[config.mk]
export PLATFORM = sky130hd
export DESIGN_NAME = sram_bank
export DESIGN_NICKNAME = d
export VERILOG_FILES = /design/src/rtl/sram_bank.sv
export SDC_FILE = /design/constraint.sdc
export NUM_CORES = 2
export LEC_CHECK = 0
export BUFFER_PORTS_ARGS = -buffer_cell sky130_fd_sc_hd__buf_2
export CAP_MARGIN = 5
export CORE_MARGIN = 2
export CORE_UTILIZATION = 50
export DETAILED_ROUTE_END_ITERATION = 6
export PLACE_DENSITY = 0.71
export SKIP_CTS_REPAIR_TIMING = 1
export SYNTH_ARGS = -nofsm -noshare
export SYNTH_HDL_FRONTEND = slang
export SYNTH_SLANG_ARGS = --single-unit
[constraint.sdc]
create_clock -name retrieve_clk -period 4.15 [get_ports retrieve_clk]
set_input_delay 0.415 -clock retrieve_clk [delete_from_list [all_inputs] [get_ports retrieve_clk]]
set_output_delay 0.415 -clock retrieve_clk [all_outputs]
set_load 0.01 [all_outputs]
[src/rtl/sram_bank.sv]
// Single-port synchronous SRAM bank with byte-enable writes, 1-cycle registered reads and a post-reset clear sweep.
// Latency: reads return 1 cycle after acceptance. f_ready is low during the DEPTH-cycle sweep; req is ignored there. Optional macro: SRAM_PARITY_EN.
module sram_bank #(
    parameter int DATA_W = 32,
    parameter int ADDR_W = 8,
    parameter int DEPTH  = 128
) (
    input  logic                  retrieve_clk,
    input  logic                  rst,
    input  logic                  req,
    input  logic                  we,
    input  logic [ADDR_W-1:0]     addr,
    input  logic [DATA_W/8-1:0]   be,
    input  logic [DATA_W-1:0]     datain,
    output logic [DATA_W-1:0]     dataout,
    output logic                  rvalid,
    output logic                  f_ready,
    output logic                  addr_err
`ifdef SRAM_PARITY_EN
    ,
    output logic                  par_err
`endif
);

    localparam int NB    = DATA_W / 8;
    localparam int IDX_W = (DEPTH > 1) ? $clog2(DEPTH) : 1;
    localparam logic [ADDR_W:0]  DEPTH_L = (ADDR_W + 1)'(DEPTH);
    localparam logic [IDX_W-1:0] LAST    = IDX_W'(DEPTH - 1);

    typedef enum logic {INIT, IDLE} state_t;

    state_t             state, state_nxt;
    logic [IDX_W-1:0]   cnt;
    logic [DATA_W-1:0]  mem [DEPTH];
    logic [IDX_W-1:0]   idx;
    logic               in_range;
    logic               sweep_wr;
    logic               accept;
    logic               wr_acc;
    logic               rd_acc;

    assign idx      = addr[IDX_W-1:0];
    // Full-width compare: addresses at or beyond DEPTH never alias into the array
    assign in_range = ({1'b0, addr} < DEPTH_L);
    assign accept   = req & f_ready & ~rst;
    assign wr_acc   = accept & we;
    assign rd_acc   = accept & ~we;

    always_comb begin
        state_nxt = state;
        f_ready   = 1'b0;
        sweep_wr  = 1'b0;
        case (state)
            INIT: begin
                sweep_wr = 1'b1;
                if (cnt == LAST) begin
                    state_nxt = IDLE;
                end
            end
            IDLE: begin
                f_ready = 1'b1;
            end
            default: begin
                state_nxt = INIT;
            end
        endcase
    end

    always_ff @(posedge retrieve_clk) begin
        if (rst) begin
            state <= INIT;
            cnt   <= '0;
        end else begin
            state <= state_nxt;
            if (sweep_wr) begin
                cnt <= cnt + 1'b1;
            end
        end
    end

    // Storage is not reset; the sweep clears it after every reset
    always_ff @(posedge retrieve_clk) begin
        if (!rst) begin
            if (sweep_wr) begin
                mem[cnt] <= '0;
            end else if (wr_acc && in_range) begin
                for (int k = 0; k < NB; k++) begin
                    if (be[k]) begin
                        mem[idx][8*k +: 8] <= datain[8*k +: 8];
                    end
                end
            end
        end
    end

    always_ff @(posedge retrieve_clk) begin
        if (rst) begin
            dataout  <= '0;
            rvalid   <= 1'b0;
            addr_err <= 1'b0;
        end else begin
            rvalid   <= rd_acc;
            addr_err <= accept & ~in_range;
            if (rd_acc) begin
                dataout <= in_range ? mem[idx] : '0;
            end
        end
    end

`ifdef SRAM_PARITY_EN
    logic [NB-1:0] par_mem [DEPTH];
    logic [NB-1:0] rd_par;

    always_comb begin
        rd_par = '0;
        for (int k = 0; k < NB; k++) begin
            rd_par[k] = ^mem[idx][8*k +: 8];
        end
    end

    always_ff @(posedge retrieve_clk) begin
        if (!rst) begin
            if (sweep_wr) begin
                par_mem[cnt] <= '0;
            end else if (wr_acc && in_range) begin
                for (int k = 0; k < NB; k++) begin
                    if (be[k]) begin
                        par_mem[idx][k] <= ^datain[8*k +: 8];
                    end
                end
            end
        end
    end

    always_ff @(posedge retrieve_clk) begin
        if (rst) begin
            par_err <= 1'b0;
        end else begin
            par_err <= rd_acc & in_range & (|(rd_par ^ par_mem[idx]));
        end
    end
`endif

endmodule

==> impl_metrics.py <==
metrics = {
    "cts": {
        "clkTransAtPathRegs_ns": 0.07,
        "cts.path.max_buffers": 4,
        "cts_made_buffers": 400,
        "cts_tree": "built",
        "clk_latency_ns": 0.97,
        "cts_sinks": 4138,
        "htree_num_levels": 5,
        "cts_root_buffer": "clkbuf_16",
    },
    "critical_path": {
        "worstPathArrival_ns": 4.20,
        "slowest_stage": "nor2_1",
        "slowest_delay_ns": 0.75,
        "path_class": "reg -> reg",
        "worstPathCellList": "buf_4, nor2_1, a21oi_1, buf_4, or2_2, nor2_1",
        "cp_max_fo": 13,
        "critPathRequiredTime_ns": 4.73,
        "critPathLaunch": "state$_SDFF_PP0_",
        "crit_path_end_kind": "flop",
        "start_kind": "flop",
        "worstReg2RegStart": "state$_SDFF_PP0_",
    },
    "synth": {
        "yosysMostFrequentCell": "edfxtp_1",
        "synthCells": 7849,
        "synth_fp_nets": 7898,
        "ys_seq_elements": 4138,
        "synth_edf_count": 4096,
        "netlist_top_cells_count": "edfxtp_1 (4096), mux4_2 (871), mux2i_1 (556)",
        "synth-async-reset-ratio_pct": 0,
        "synthFlopType": "edfxtp_1",
        "yosys.area.top_type": "edfxtp_1",
        "syn_area_um2": 161000,
        "synth_cell_type_count": 62,
        "yosysSeqAreaShare_pct": 76.8,
        "postSynthAreaPerCell_um2": 20.5,
        "synth_top_cell_area_share_pct": 76.3,
        "ys_top_cells_by_area": "edfxtp_1 (76%), mux4_2 (12%), mux2i_1 (3.5%)",
        "yosys_warnings": 0,
    },
    "floorplan": {
        "die_h_um": 572,
        "start_util_pct": 50.2,
        "rows": 208,
        "die_w_um": 572,
        "core_area_um2": 321000,
        "dieArea_um2": 327000,
        "ios": 83,
    },
    "min_path": {
        "hp-class": "in -> reg",
        "hp-start": "datain[10]",
    },
    "sta": {
        "slew_headroom_pct": 4.83,
        "final_hold_viol_count": 0,
        "clock_skew_ns": 0.0585,
        "finalSetupTns_ns": 0,
        "rsz0062_at_grt": "false",
        "setup_violations": 0,
        "min_period_ns": 3.62,
        "max_freq_mhz": 276,
        "setup_ws_ns": 0.531,
        "finalCritPeriodShare_pct": 87.2,
        "worst_slew_pin_slew_ns": 1.43,
        "drv_slew": 0,
    },
    "pwr": {
        "comb_power_share_pct": 3.7,
        "p_int_uw": 67100,
        "powerDensity_nw_per_um2": 462,
        "clkPwrFrac_pct": 42.8,
        "p_switching_uw": 17400,
        "peakVddDrop_mv": 0.346,
        "pwr-share-seq_pct": 53.6,
        "swShare_pct": 20.6,
        "p_leak_uw": 0.0643,
    },
    "placed_design": {
        "dp_hpwl_um": 266000,
        "post-place-ws_ns": 0.211,
        "place_inst": 12300,
        "portBuffers": 82,
        "routabilityCongestion": 0.901,
    },
    "job": {
        "drv_cap": 0,
    },
    "global_route": {
        "gr-total-overflow": 0,
        "grt_pass1_vias": 81800,
        "grt_pass1_wl_um": 599000,
        "grt_max_degree": 129,
        "grt.total_usage_pct": 25.6,
        "antenna_found_initial": 23,
    },
    "drt": {
        "totalWireLength_um": 420000,
        "drt-initial-drc-count": 11700,
        "remaining_drc_errors": 0,
        "drtAntennaViolNets": 0,
        "first_pass_iters": 7,
        "post_drt_wl_per_cell_um": 32.2,
        "vias": 82300,
        "routed_via_density": 6.32,
    },
    "layout": {
        "stdcell_count": 13000,
        "area_growth_pct": 13.7,
        "drive_gt1_share_pct": 25.6,
        "nNetsFinal": 8424,
        "utilization_pct": 57.1,
    },
    "status": {
        "outcome": "completed",
    },
}
## cells in the final DEF (no fill, tap or decap), types with 12 or more instances in the layout
cell / Yosys / layout
clkinv_1: 0 / 85
nand3_1: 82 / 82
a211oi_1: 18 / 18
buf_4: 59 / 453
buf_2: 196 / 79
edfxtp_1: 4096 / 4096
buf_12: 0 / 90
or2_2: 13 / 12
a32oi_1: 18 / 18
bufinv_16: 0 / 42
a31oi_1: 57 / 44
clkinv_2: 0 / 72
o221ai_1: 80 / 80
diode_2: 0 / 12
nand4_1: 48 / 48
clkbuf_16: 0 / 404
o21ai_0: 112 / 112
mux2i_1: 556 / 556
nor2_1: 491 / 487
o211ai_1: 24 / 24
a22oi_1: 152 / 152
and2_4: 0 / 33
o22ai_1: 38 / 38
clkbuf_1: 185 / 69
clkinvlp_4: 0 / 20
nand2_1: 308 / 306
mux2_2: 52 / 52
inv_6: 0 / 14
a31oi_4: 0 / 13
mux4_2: 871 / 871
a21oi_1: 111 / 107
dfxtp_1: 42 / 42
nor3_1: 53 / 53
## cell families after synthesis
kind of cell	share of synthesized area, %
AND/OR/NAND/NOR	2.92
XOR/XNOR	0.0272
AO/OA/AOI/OAI	2.62
buffers and inverters	1.60
adder cells (fa/ha/maj)	0.00776
flip-flops	76.8
multiplexers	16.0
## layer usage
metal / part of all wire [%] / track usage, % / routed length, um
met1: 37 / 34.9 / 156000
met5: 0.0064 / 0 / 27
met2: 48 / 40.2 / 200000
met4: 5.2 / 11.9 / 21900
met3: 10 / 4.84 / 42600
## registers in the layout (all words and copies together) (netlist names)
| register | cells |
|---|---|
| addr_err | 1 |
| cnt | 7 |
| dataout | 32 |
| mem | 4096 |
| rvalid | 1 |
| state | 1 |
## metrics by stage
step | power, uW | instance area (um^2) | hold slack [ns]
floorplan | 48200 | 161000 | 0.500
global placement | 49200 | 170000 | 0.594
detailed placement | 49200 | 170000 | 0.607
CTS | 84800 | 183000 | -0.132
global route | 86500 | 183000 | 0.0219
finish | 84600 | 183000 | 0.00899
## cell type report
type	instances	area (um^2)
clock inverter	250	2520
tap	4305	5390
sequential	4138	124000
multi-input combinational	3201	35200
timing repair buffer	630	5690
clock buffer	481	10500
fill	22700	138000
inverter	4	22.5
antenna	12	30.0
## worst max-delay path: cells and delay by family (launching register included)
| kind | cells | cell delay (ns) |
|---|---|---|
| simple gates | 3 | 2.07 |
| compound gates | 1 | 0.34 |
| flops | 1 | 0.32 |
| buf+inv | 2 | 0.44 |
## path summary, 6_finish.rpt
kind / slack [ns] / depth (start not counted) / endpoint
worst max-delay path: 0.53 / 6 / mem[43][15]$_DFFE_PP_
worst min-delay path: 0.009 / 2 / mem[111][10]$_DFFE_PP_
worst max register to register: 0.53 / 6 / mem[43][15]$_DFFE_PP_
worst min register to register: 0.63 / 4 / dataout[15]$_SDFFE_PP0P_
## power by group through the flow
| stage | Combinational, uW | Sequential [uW] | Clock [uW] |
|---|---|---|---|
| after global placement | 3020 | 46200 | 0 |
| final | 3090 | 45300 | 36200 |
| after global routing | 3190 | 45300 | 38000 |
| after floorplan | 2000 | 46200 | 0 |
| after CTS | 3060 | 45300 | 36400 |
| after detailed placement | 3050 | 46200 | 0 |
(Power assumes the default switching activity.)
